`config.mk`:
```
export PLATFORM = sky130hd
export DESIGN_NAME = uart_tx_queue
export DESIGN_NICKNAME = d
export VERILOG_FILES = /design/src/rtl/uart_tx_queue.sv
export SDC_FILE = /design/constraint.sdc
export NUM_CORES = 1
export LEC_CHECK = 0
export CAP_MARGIN = 20
export CORE_MARGIN = 3
export CORE_UTILIZATION = 59
export CTS_CLUSTER_DIAMETER = 200
export CTS_CLUSTER_SIZE = 30
export DETAILED_ROUTE_END_ITERATION = 12
export PLACE_DENSITY = 0.83
export SETUP_SLACK_MARGIN = 0.2
export SLEW_MARGIN = 20
export SYNTH_ARGS = -nofsm -noshare
export SYNTH_HDL_FRONTEND = slang
export SYNTH_SLANG_ARGS = --single-unit
```
`constraint.sdc`:
```
create_clock -name clk -period 5.67 [get_ports clk]
set_clock_uncertainty 0.05 [all_clocks]
set_input_delay 0.8505 -clock clk [delete_from_list [all_inputs] [get_ports clk]]
set_output_delay 0.8505 -clock clk [all_outputs]
set_load 0.02 [all_outputs]
```
`src/rtl/uart_tx_queue.sv`:
```
// Word FIFO that feeds a UART transmitter one word per frame via a start/tx_done handshake.
// Optional `UART_TX_QUEUE_LEVEL_EN adds a `level` output mirroring the FIFO occupancy.
module uart_tx_queue #(
  parameter int DEPTH = 8,
  parameter int WIDTH = 32
) (
  input  logic                     clk,
  input  logic                     rst_n,
  input  logic                     wr_valid,
  input  logic [WIDTH-1:0]         wr_data,
  output logic                     wr_ready,
  input  logic                     flush,
  output logic [WIDTH-1:0]         tx_data,
  output logic                     start,
  input  logic                     tx_done,
  output logic                     busy,
  output logic                     empty
`ifdef UART_TX_QUEUE_LEVEL_EN
  ,
  output logic [$clog2(DEPTH):0]   level
`endif
);

  localparam int AW = $clog2(DEPTH);
  localparam logic [AW:0] FULL_COUNT = (AW+1)'(DEPTH);

  typedef enum logic [1:0] {IDLE, START, WAIT} state_t;

  state_t           state, state_next;
  logic [WIDTH-1:0] mem [DEPTH];
  logic [AW-1:0]    wptr, rptr;
  logic [AW:0]      count;
  logic             push, pop;

  assign wr_ready = (count != FULL_COUNT);
  assign empty    = (count == '0);
  // A flush cycle neither stores the incoming word nor launches a new one.
  assign push     = wr_valid && wr_ready && !flush;
  assign pop      = (state == IDLE) && !empty && !flush;
  assign start    = (state == START);
  assign busy     = (state != IDLE);

`ifdef UART_TX_QUEUE_LEVEL_EN
  assign level = count;
`endif

  always_comb begin
    state_next = state;
    unique case (state)
      IDLE:    if (pop) state_next = START;
      START:   state_next = WAIT;
      WAIT:    if (tx_done) state_next = IDLE;
      default: state_next = IDLE;
    endcase
  end

  always_ff @(posedge clk or negedge rst_n) begin
    if (!rst_n) begin
      state   <= IDLE;
      wptr    <= '0;
      rptr    <= '0;
      count   <= '0;
      tx_data <= '0;
    end else begin
      // NOTE: non-blocking assignments so every register samples pre-edge values.
      state <= state_next;
      if (pop) tx_data <= mem[rptr];
      if (flush) begin
        wptr  <= '0;
        rptr  <= '0;
        count <= '0;
      end else begin
        if (push) wptr <= wptr + 1'b1;
        if (pop)  rptr <= rptr + 1'b1;
        unique case ({push, pop})
          2'b10:   count <= count + 1'b1;
          2'b01:   count <= count - 1'b1;
          default: count <= count;
        endcase
      end
    end
  end

  // NOTE: storage has no reset; contents are only read after being written.
  always_ff @(posedge clk) begin
    if (push) mem[wptr] <= wr_data;
  end

endmodule

```
# ---- After elaboration in Yosys (flattened, before gate mapping)
# Memory sizes are Yosys's and may differ from the RTL's. A register that Yosys moved wholly into a read port is not among the register bits.
# Cells that the tools add are included.
dict set report totals {
  ram_bits 256
  reg_bits 12
  wordCells 41
  input_bits 37
  memories 1
}
dict set report classes {
  n_eq_ne 7
  muxes 11
  n_reduce_logical 14
  add_sub_neg 4
}
# memory words width rd rd_clocked_by_memory_dff wr line_no
set mem_list {}
lappend mem_list {mem 8 32 1 1 1 30} ;# logic [WIDTH-1:0] mem [DEPTH];
# op n
set ops {}
lappend ops {{3-bit 2-to-1 mux} 4}
lappend ops {{4-bit one-hot mux with 2 select lines} 1}
lappend ops {{3-bit by 1-bit adder with 3-bit output, second input constant} 2}
lappend ops {{2-bit one-hot mux with 3 select lines} 1}
lappend ops {{2-bit nonzero test} 3}
lappend ops {{4-bit by 1-bit adder with 4-bit output, second input constant} 1}
lappend ops {{2-bit by 1-bit == test with 1-bit output, second input constant} 2}
lappend ops {{2-bit == test, second input constant} 2}
lappend ops {{1-bit logical AND} 4}
lappend ops {{4-bit zero test} 1}
lappend ops {{2-bit 2-to-1 mux} 2}
lappend ops {{4-bit 2-to-1 mux} 1}
lappend ops {{2-bit != test, second input constant} 2}
lappend ops {{4-bit != test, second input constant} 1}
lappend ops {{4-bit by 1-bit subtractor with 4-bit output, second input constant} 1}
lappend ops {{1-bit zero test} 3}
lappend ops {{3-bit nonzero test} 1}
lappend ops {{2-bit zero test} 1}
lappend ops {{1-bit 2-to-1 mux} 2}
lappend ops {{2-bit AND reduction} 1}

# ---- Longest topological paths before layout
dict set report logic_depth {
  ltp_word 7
  depth_mapped 11
  mapped_depth_nobuf 8
}

# ---- Worst setup path after synthesis
# Ideal clock, no wire load.
dict set report synth_timing {
  path_type {input to register}
  startpoint {input port wr_valid}
  endpoint {memory mem[0][0] (enable)}
  required_time_ns 5.107
  t_arrival_ns 4.739
  setup_ns 0.513
  path_buffers 1
  setup_slack_ns 0.368
  path_stages 3
  path_cell_list {clkbuf_1 > nand2_1 > nor4b_1}
}
dict set report synth_between {
  elab_chain_cells 4
}
# item line_no
set synth_lines {}
lappend synth_lines {{start: declaration} 9} ;# input logic wr_valid,
lappend synth_lines {{1-bit logical AND (2 in series)} 38} ;# assign push = wr_valid && wr_ready && !flush;
lappend synth_lines {{1-bit 2-to-1 mux} 86} ;# if (push) mem[wptr] <= wr_data;
lappend synth_lines {{1-bit 2-to-1 mux (not written as such)} 86}
lappend synth_lines {{end: declaration} 30}
# Every way passes these cells.

# ---- Final worst setup path
dict set report layout_timing {
  startpoint {input port flush}
  endpoint {register count[3]}
}
dict set report layout_between {
  elab_chain_cells 5
  elab_cells_between_ends 8
  cone_classes {2 x eq/ne; 2 x mux; 4 x reduce/logical}
}
# item line_no
set layout_lines {}
lappend layout_lines {{start: declaration} 12} ;# input logic flush,
lappend layout_lines {{1-bit zero test} {38, 39}}
lappend layout_lines {{1-bit logical AND, on equally long branches} {39, 38}}
lappend layout_lines {{2-bit by 1-bit == test with 1-bit output / 2-bit == test (equally long branches)} 75} ;# unique case ({push, pop})
lappend layout_lines {{4-bit one-hot mux with 2 select lines} 75}
lappend layout_lines {{4-bit 2-to-1 mux} 68} ;# if (flush) begin
lappend layout_lines {{end signal: assignment} 76} ;# 2'b10: count <= count + 1'b1;
lappend layout_lines {{end signal: assignment} 77} ;# 2'b01: count <= count - 1'b1;
lappend layout_lines {{end signal: assignment} 78} ;# default: count <= count;
lappend layout_lines {{end: declaration} 32} ;# logic [AW:0] count;
# Several ways; a longest one is shown, not always the timed one.
# A chain may end at the register's enable or synchronous reset.

==> results.json <==
{
  "outcome": "finished clean",
  "use_met1_pct": 28.70,
  "utilization_pct": 68.33,
  "min_period_over_period_pct": 62.64,
  "gp_congestion": 0.7341,
  "fin_nets": 674,
  "netSwitchingFraction_pct": 28.81,
  "crit_type": "in2reg",
  "rows": 50,
  "cts_root_buf": "clkbuf_16",
  "boundaryPins": 73,
  "use_met3_pct": 3.301,
  "synth_cell_types": 39,
  "die_area_mm2": 0.02112,
  "antenna_found_initial": 1,
  "clkPwrFrac_pct": 19.9,
  "ctsResizeCount": 0,
  "syn2layout_area_growth_pct": 12.72,
  "setup_viol": 0,
  "ys_seq_area_share_pct": 76.73,
  "clkTransAtPathRegs_ps": 110,
  "cts_hold_buffers": 0,
  "syn_area_mm2": 0.01145,
  "max_freq_mhz": 281.5,
  "finalSetupTns_ps": 0,
  "yosys.area.top_type": "edfxtp_1",
  "crit_chain": "clkdlybuf4s50_1 > inv_1 > nand3_2 > buf_4 > a21oi_1 > ha_1 > and3_1 > o211ai_1 > mux2i_1 > o311ai_0",
  "die_w_um": 145.3,
  "core_mm2": 0.01889,
  "switchingPower_mw": 1.504,
  "crit_slowest_cell": "clkdlybuf4s50_1",
  "hold_viol": 0,
  "worstSetupEndpointType": "register",
  "synthSimpleGateAreaFrac_pct": 2.895,
  "fillers": 1181,
  "maxCapViolCount": 0,
  "grt.busiest_layer": "met2",
  "power.density_mw_per_mm2": 404.4,
  "clock_latency_ps": 480,
  "synth_compound_area_share_pct": 2.207,
  "async_reset_ff_share_pct": 14.67,
  "synth-edff-count": 256,
  "ir_worst_vdd_v": 0.0002541,
  "syn_avg_cell_area_um2": 20.45,
  "ys_seq_elements": 300,
  "synthXorXnorAreaFrac_pct": 0.3823,
  "use_met2_pct": 34.94,
  "drcViolationCount": 0,
  "synthAdderAreaFrac_pct": 0.6118,
  "synth_fp_nets": 602,
  "diodes": 0,
  "synth_top_family_by_area": "multiplexers",
  "ys.flop_type": "edfxtp_1",
  "syn_inst": 560,
  "crit_path_max_fanout": 66,
  "port_buffers": 72,
  "dr.pass1.iters": 5,
  "wl_per_cell_um": 23.70,
  "slew_viol_final": 0,
  "cp-start-kind": "primary input",
  "postRouteAntennaNets": 0,
  "grt_pass1_wl_um": 33710,
  "worst-r2r-cell-count": 9,
  "slowest_delay_ps": 810,
  "synth_top_area_share_pct": 67.12,
  "muxShareOfSynthArea_pct": 15.76,
  "grt_setup_unrepaired": "no",
  "clockBufferDepth": 3,
  "yosys-top-cells-area": "edfxtp_1 (67%), mux4_2 (13%), dfrtp_1 (9.6%)",
  "wirelength_um": 21260,
  "p_seq_share_pct": 52.8,
  "required_ps": 5970,
  "numCtsBuffers": 13,
  "initial_core_util_pct": 60.62,
  "first_global_vias": 5772,
  "grt_max_degree": 67,
  "grt_use_total_pct": 20.59,
  "cts_sinks": 300,
  "hpwl_um": 12300,
  "cts_tree": "done",
  "holdCritPathClass": "in2async",
  "chipHeight_um": 145.3,
  "drive_gt1_share_pct": 16.95,
  "gr-total-overflow": 0,
  "min_period_ps": 3552,
  "crit_arrival_ps": 3860,
  "p_int_mw": 3.716,
  "tightest_slew_ps": 1068,
  "max_slew_margin_pct": 28.66,
  "p_comb_share_pct": 27.3,
  "yosys_warnings": 0,
  "vias_per_cell": 6.084,
  "vias": 5457,
  "power.leakage_nw": 4.151,
  "htreeDepth": 1,
  "drt-initial-drc-count": 500,
  "cts_setup_buffers": 0
}
area by class of cell:
type                    count  area (um^2)  share of cell area (%)
clock buffers              20        351.6                   2.723
inverters                   5        18.77                  0.1454
multi-input cells         226         2554                   19.78
flip-flops and latches    300         8797                   68.14
well taps                 260        325.3                   2.520
repair buffers             86        863.3                   6.687
power by group through the flow:
stage / Clock (mW) / Combinational [mW] / Sequential (mW)
6_report: 1.04 / 1.43 / 2.76
2_1_floorplan: 0 / 0.870 / 2.86
3_3_place_gp: 0 / 1.39 / 2.80
5_1_grt: 1.14 / 1.55 / 2.79
4_1_cts: 1.06 / 1.45 / 2.76
3_5_place_dp: 0 / 1.44 / 2.81
stage by stage:
| stage | cells | power, mW | cell area [um^2] | setup WS (ps) | hold WS, ps |
|---|---|---|---|---|---|
| after floorplan | 560 | 3.728 | 11450 | 368.1 | 468.7 |
| after global placement | 875 | 4.190 | 12500 | 1800 | 410.9 |
| after detailed placement | 875 | 4.246 | 12500 | 1627 | 419.3 |
| after CTS | 895 | 5.269 | 12850 | 2127 | 444.1 |
| after global routing | 897 | 5.481 | 12910 | 1828 | 365.5 |
| final | 897 | 5.220 | 12910 | 2118 | 315.4 |
cell families after synthesis:
family                   count (synthesis)
adder cells (fa/ha/maj)                  5
flip-flops                             300
AO/OA/AOI/OAI                           43
XOR/XNOR                                 5
buffers and inverters                   34
AND/OR/NAND/NOR                         73
multiplexers                           100
layer usage:
metal | up-vias | part of all wire (%)
li1 | 2371 | -
met1 | 2869 | 41
met2 | 177 | 51
met3 | 38 | 5.5
met4 | 2 | 2.3
met5 | - | 0.061
layout by cell type, fill, tap and decap left out, types with 4 or more instances in the layout:
cell type / instances
mux2i_1: 33
clkbuf_1: 7
buf_4: 13
o21ai_1: 5
dfrtp_1: 41
o21ai_0: 27
inv_1: 5
nand2_1: 38
nor2_1: 9
clkdlybuf4s50_1: 71
xor2_1: 4
mux4_2: 64
edfxtp_1: 256
nand3_1: 7
clkbuf_16: 13
ha_1: 4
path summary, 6_finish.rpt:
kind	startpoint	slack [ps]	endpoint
min in group clk	tx_data[9]	440	tx_data[9]
max in group asynchronous	rst_n	4780	rptr[0]
hold / removal	rst_n	320	state[1]
setup / recovery	flush	2120	count[3]
hold reg to reg	tx_data[9]	440	tx_data[9]
setup reg to reg	count[1]	2290	count[3]
flip-flops by register name, summed over array words and instances, names as in the netlist:
register	count
mem	256
rptr	3
wptr	3
tx_data	32
count	4
state	2
critical path, delay by kind of cell:
family                   cells  cell delay, ps
buffers and inverters        3            1540
AO/OA/AOI/OAI                3             570
adder cells (fa/ha/maj)      1             370
AND/OR/NAND/NOR              2             300
multiplexers                 1             210
cell usage after synthesis (3+ instances only):
library cell / instances
edfxtp_1: 256
mux4_2: 64
dfrtp_1: 44
nand2_1: 38
mux2i_1: 33
o21ai_0: 27
nor2_1: 12
buf_2: 9
clkbuf_1: 9
nand3_1: 7
buf_4: 6
buf_1: 5
inv_1: 5
o21ai_1: 5
ha_1: 4
xor2_1: 4
a21oi_1: 3
mux2_1: 3
nor3_1: 3
Power figures use the tool's default switching activity.
